`config.mk`:
```
export PLATFORM = sky130hd
export DESIGN_NAME = mux4x1_rr_arbiter
export DESIGN_NICKNAME = d
export VERILOG_FILES = /design/src/rtl/mux4x1_rr_arbiter_pkg.sv /design/src/rtl/mux4x1_rr_arbiter_pick.sv /design/src/rtl/mux4x1_rr_arbiter.sv
export SDC_FILE = /design/constraint.sdc
export NUM_CORES = 1
export LEC_CHECK = 0
export CORE_MARGIN = 3
export CORE_UTILIZATION = 43
export DETAILED_ROUTE_END_ITERATION = 7
export GPL_TIMING_DRIVEN = 0
export MAX_ROUTING_LAYER = met4
export PLACE_DENSITY_LB_ADDON = 0.15
export SYNTH_ARGS = -nofsm -noshare
export SYNTH_HDL_FRONTEND = slang
export SYNTH_SLANG_ARGS = --single-unit
```
`constraint.sdc`:
```
create_clock -name clk -period 5.4 [get_ports clk]
set_clock_uncertainty 0.15 [all_clocks]
set_input_delay 1.08 -clock clk [delete_from_list [all_inputs] [get_ports clk]]
set_output_delay 1.08 -clock clk [all_outputs]
set_load 0.05 [all_outputs]
```
`src/rtl/mux4x1_rr_arbiter_pkg.sv`:
```
// rtl/mux4x1_rr_arbiter_pkg.sv - shared widths, state codes and helpers for the 4:1 mux arbiter
package mux4x1_rr_arbiter_pkg;

  localparam int N_REQ = 4;
  localparam int SEL_W = 2;

  typedef enum logic {
    ST_IDLE  = 1'b0,
    ST_GRANT = 1'b1
  } arb_state_t;

  function automatic logic [N_REQ-1:0] onehot(input logic [SEL_W-1:0] i);
    onehot    = '0;
    onehot[i] = 1'b1;
  endfunction

endpackage

```
`src/rtl/mux4x1_rr_arbiter_pick.sv`:
```
// rtl/mux4x1_rr_arbiter_pick.sv - rotating first-set-bit search over four requests
module rr_pick4
  import mux4x1_rr_arbiter_pkg::*;
(
  input  logic [N_REQ-1:0] req,
  input  logic [SEL_W-1:0] ptr,
  output logic             found,
  output logic [SEL_W-1:0] idx
);

  logic [SEL_W-1:0] cand;

  // Walk from the far end back to ptr so the candidate closest to ptr wins.
  always_comb begin
    found = 1'b0;
    idx   = '0;
    cand  = '0;
    for (int k = N_REQ - 1; k >= 0; k--) begin
      cand = ptr + SEL_W'(k);
      if (req[cand]) begin
        found = 1'b1;
        idx   = cand;
      end
    end
  end

endmodule

```
`src/rtl/mux4x1_rr_arbiter.sv`:
```
// rtl/mux4x1_rr_arbiter.sv - round-robin arbiter driving the select of a shared 4:1 mux
module mux4x1_rr_arbiter
  import mux4x1_rr_arbiter_pkg::*;
#(
  parameter int MAX_HOLD = 8,
  parameter int CNT_W    = 4
) (
  input  logic             clk,
  input  logic             rst_n,
  input  logic [N_REQ-1:0] req,
  output logic [N_REQ-1:0] gnt,
  output logic [SEL_W-1:0] sel,
  output logic             busy
);

  arb_state_t       state, state_n;
  logic [SEL_W-1:0] ptr, ptr_n;
  logic [CNT_W-1:0] cnt, cnt_n;
  logic [N_REQ-1:0] gnt_n;
  logic [SEL_W-1:0] sel_n;

  logic [N_REQ-1:0] req_others;
  logic [SEL_W-1:0] pick_ptr;
  logic             pick_found;
  logic [SEL_W-1:0] pick_idx;
  logic [CNT_W-1:0] hold_lim;
  logic             owner_req;
  logic             preempt;

  // While granted, sel is the owner; the search starts just past it and ignores it.
  assign req_others = req & ~gnt;
  assign pick_ptr   = (state == ST_GRANT) ? sel + SEL_W'(1) : ptr;
  assign hold_lim   = (MAX_HOLD == 0) ? '1 : CNT_W'(MAX_HOLD);
  assign owner_req  = req[sel];
  assign preempt    = (MAX_HOLD != 0) && owner_req && (cnt == hold_lim) && pick_found;

  rr_pick4 u_pick (
    .req   (req_others),
    .ptr   (pick_ptr),
    .found (pick_found),
    .idx   (pick_idx)
  );

  always_comb begin
    state_n = state;
    ptr_n   = ptr;
    cnt_n   = cnt;
    gnt_n   = gnt;
    sel_n   = sel;
    unique case (state)
      ST_IDLE: begin
        if (pick_found) begin
          gnt_n   = onehot(pick_idx);
          sel_n   = pick_idx;
          cnt_n   = CNT_W'(1);
          state_n = ST_GRANT;
        end
      end
      ST_GRANT: begin
        if (!owner_req || preempt) begin
          ptr_n = sel + SEL_W'(1);
          if (pick_found) begin
            gnt_n = onehot(pick_idx);
            sel_n = pick_idx;
            cnt_n = CNT_W'(1);
          end else begin
            gnt_n   = '0;
            cnt_n   = '0;
            state_n = ST_IDLE;
          end
        end else if (cnt != hold_lim) begin
          cnt_n = cnt + CNT_W'(1);
        end
      end
      default: begin
        state_n = ST_IDLE;
        gnt_n   = '0;
      end
    endcase
  end

  always_ff @(posedge clk or negedge rst_n) begin
    if (!rst_n) begin
      state <= ST_IDLE;
      ptr   <= '0;
      cnt   <= '0;
      gnt   <= '0;
      sel   <= '0;
    end else begin
      state <= state_n;
      ptr   <= ptr_n;
      cnt   <= cnt_n;
      gnt   <= gnt_n;
      sel   <= sel_n;
    end
  end

  assign busy = |gnt;

endmodule

```
==> flow_metrics.py <==
metrics = {
    "detailed_routing": {
        "dr.pass1.iters": 4,
        "via_count": 675,
        "drt_iter0_markers": 7,
        "drc_errors": 0,
        "routed_wirelength_um": 1750,
        "routedWlPerCell_um": 14.0,
        "routed_via_density": 5.40,
        "ant_nets": 0,
    },
    "logic_synthesis": {
        "synth_top_area_cell": "dfrtp_1",
        "synthDistinctLibCells": 38,
        "synthFlopType": "dfrtp_1",
        "synthArstFlopShare": 1.00,
        "syn_avg_cell_area_um2": 9.92,
        "synth_top_area_frac": 0.390,
        "syn_inst": 84,
        "yosysWarningCount": 0,
        "syn_nets": 92,
        "synth_edf_count": 0,
        "synthTopCellsByArea": "dfrtp_1 (39%), nand2_1 (5.0%), nand2b_1 (4.5%), mux2i_1 (3.6%), mux4_1 (3.2%)",
        "synth.cell_area_um2": 833,
        "ys_seq_elements": 13,
        "synth-seq-area-share": 0.390,
    },
    "finish": {
        "drive_gt1_frac": 0.0900,
        "syn2layout_area_growth_pct": 21.3,
        "layout_commonest_cell": "dfrtp_1",
        "fin_area_um2": 1010,
        "layout.nets": 109,
        "diodes": 0,
        "final_cell_mix": "dfrtp_1 (13), clkdlybuf4s50_1 (12), nand2_1 (11), nand2b_1 (6), inv_1 (4)",
    },
    "clock_tree": {
        "clk_pin_slew_worst_paths_ns": 0.07,
        "postCtsHoldBufs": 0,
        "cts_root_buf": "clkbuf_4",
        "cts_setup_buffers": 0,
        "cts.sinks": 13,
        "cts_resized": 0,
        "cts_buffer_depth": 2,
        "cts.htree.levels": 1,
        "cts_tree": "yes",
        "clk_latency_ns": 0.27,
        "numCtsBuffers": 3,
    },
    "timing": {
        "relSlewSlack": 0.608,
        "fmax_ghz": 0.317,
        "tightest_slew_ns": 0.586,
        "hold_viol": 0,
        "finalMaxSlewViolations": 0,
        "grt_setup_unrepaired": "no",
        "finalCriticalPeriod_ns": 3.15,
        "setup_violations": 0,
        "setup_tns_ns": 0,
        "fin_crit_sh": 0.584,
    },
    "place": {
        "port_buffers": 12,
        "placed_area_um2": 985,
        "dp_hpwl_um": 1340,
        "place_congestion": 0.783,
    },
    "pwr": {
        "p_leak_nw": 0.431,
        "power_mw": 0.646,
        "vdd_drop_max_v": 0.000340,
        "p_per_area_nw_per_um2": 639,
    },
    "die": {
        "start_util": 0.467,
        "die_area_um2": 2500,
        "rows": 15,
        "die_w_um": 50.0,
        "io_pins": 13,
        "core_area_um2": 1780,
        "die_h_um": 50.0,
    },
    "worst_setup_path": {
        "startpoint_type": "register",
        "crit_start": "gnt[1]",
        "crit_path_max_fanout": 4,
        "r2r.worst_path.cells": 5,
        "r2r_slack_ns": 3.26,
        "r2r-start": "sel[0]",
        "critPathKind": "register to output pin",
        "crit_arrival_ns": 1.92,
        "r2r-end": "gnt[0]",
        "cp-endpoint": "busy",
        "end_kind": "output pin",
        "cp.required_ns": 4.17,
    },
    "grt": {
        "antenna_found_initial": 0,
        "grt_pass1_vias": 663,
        "grt-ovfl-total": 0,
        "grt_usage": 0.169,
        "grt_max_degree": 14,
        "grt_first_pass_wirelength_um": 3110,
    },
    "worst_hold_path": {
        "hp-class": "register to register",
        "hold_depth": 2,
    },
    "flow_run": {
        "drv_cap": 0,
    },
    "outcome": {
        "status": "finished clean",
    },
}
[cells by family after synthesis]
kind of cell | Yosys count | synth area share
xor+xnor | 3 | 0.0405
buf+inv | 6 | 0.0285
simple gates | 31 | 0.197
flops | 13 | 0.390
mux | 5 | 0.0856
fa+ha+maj | 2 | 0.0300
compound gates | 24 | 0.228
[flip-flops by register name, indices dropped and copies added, names as in the netlist]
| register | cells |
|---|---|
| cnt | 4 |
| gnt | 4 |
| ptr | 2 |
| sel | 2 |
| state | 1 |
[final cells by class]
class / instances / area, um2
flip-flops and latches: 13 / 325
multi-input cells: 65 / 484
well taps: 25 / 31.3
inverters: 4 / 15.0
fillers: 163 / 772
plain buffers: 2 / 8.76
clock buffers: 4 / 26.3
repair buffers: 12 / 120
[worst max-delay path: stages, from the launching register on]
cell             delay [ns]
dfrtp_1                0.41
or4_1                  0.52
clkdlybuf4s50_1        0.72
[stage by stage]
stage | setup WS (ns) | utilization | hold WS [ns] | instances
final | 2.25 | 0.567 | 0.384 | 125
after global routing | 2.17 | 0.567 | 0.408 | 125
after CTS | 2.23 | 0.567 | 0.392 | 125
after detailed placement | 2.42 | 0.552 | 0.380 | 121
after global placement | 2.45 | 0.552 | 0.369 | 121
after floorplan | 2.78 | - | 0.348 | 84
[cells in the mapped netlist (2+ instances only)]
cell,instances
mux2i_1,3
nand3_1,2
o21ai_0,2
o21ai_1,3
dfrtp_1,13
a32o_1,2
and2_1,2
nand2_1,11
nand2b_1,6
inv_1,4
a21oi_1,3
nor2_1,3
ha_1,2
a22o_1,2
o22ai_1,2
nor2b_1,2
[where the power goes]
group | switching, mW | internal (mW)
sequential | 0.0409 | 0.135
combinational | 0.241 | 0.171
clock | 0.0298 | 0.0286
[per-layer routing]
layer / wire [um] / global-route usage
met1: 897 / 0.234
met2: 770 / 0.250
met3: 71 / 0.0453
met4: 12 / 0.0276
met5: 0 / -
[worst min path at each step]
stage / startpoint / endpoint / slack (ns)
finish: ptr[0] / ptr[0] / 0.38
global route: ptr[0] / ptr[0] / 0.41
CTS: ptr[0] / ptr[0] / 0.39
detailed placement: ptr[0] / ptr[0] / 0.38
global placement: ptr[0] / ptr[0] / 0.37
floorplan: ptr[0] / ptr[0] / 0.35
Note: power is estimated with default switching activity, not from simulation.
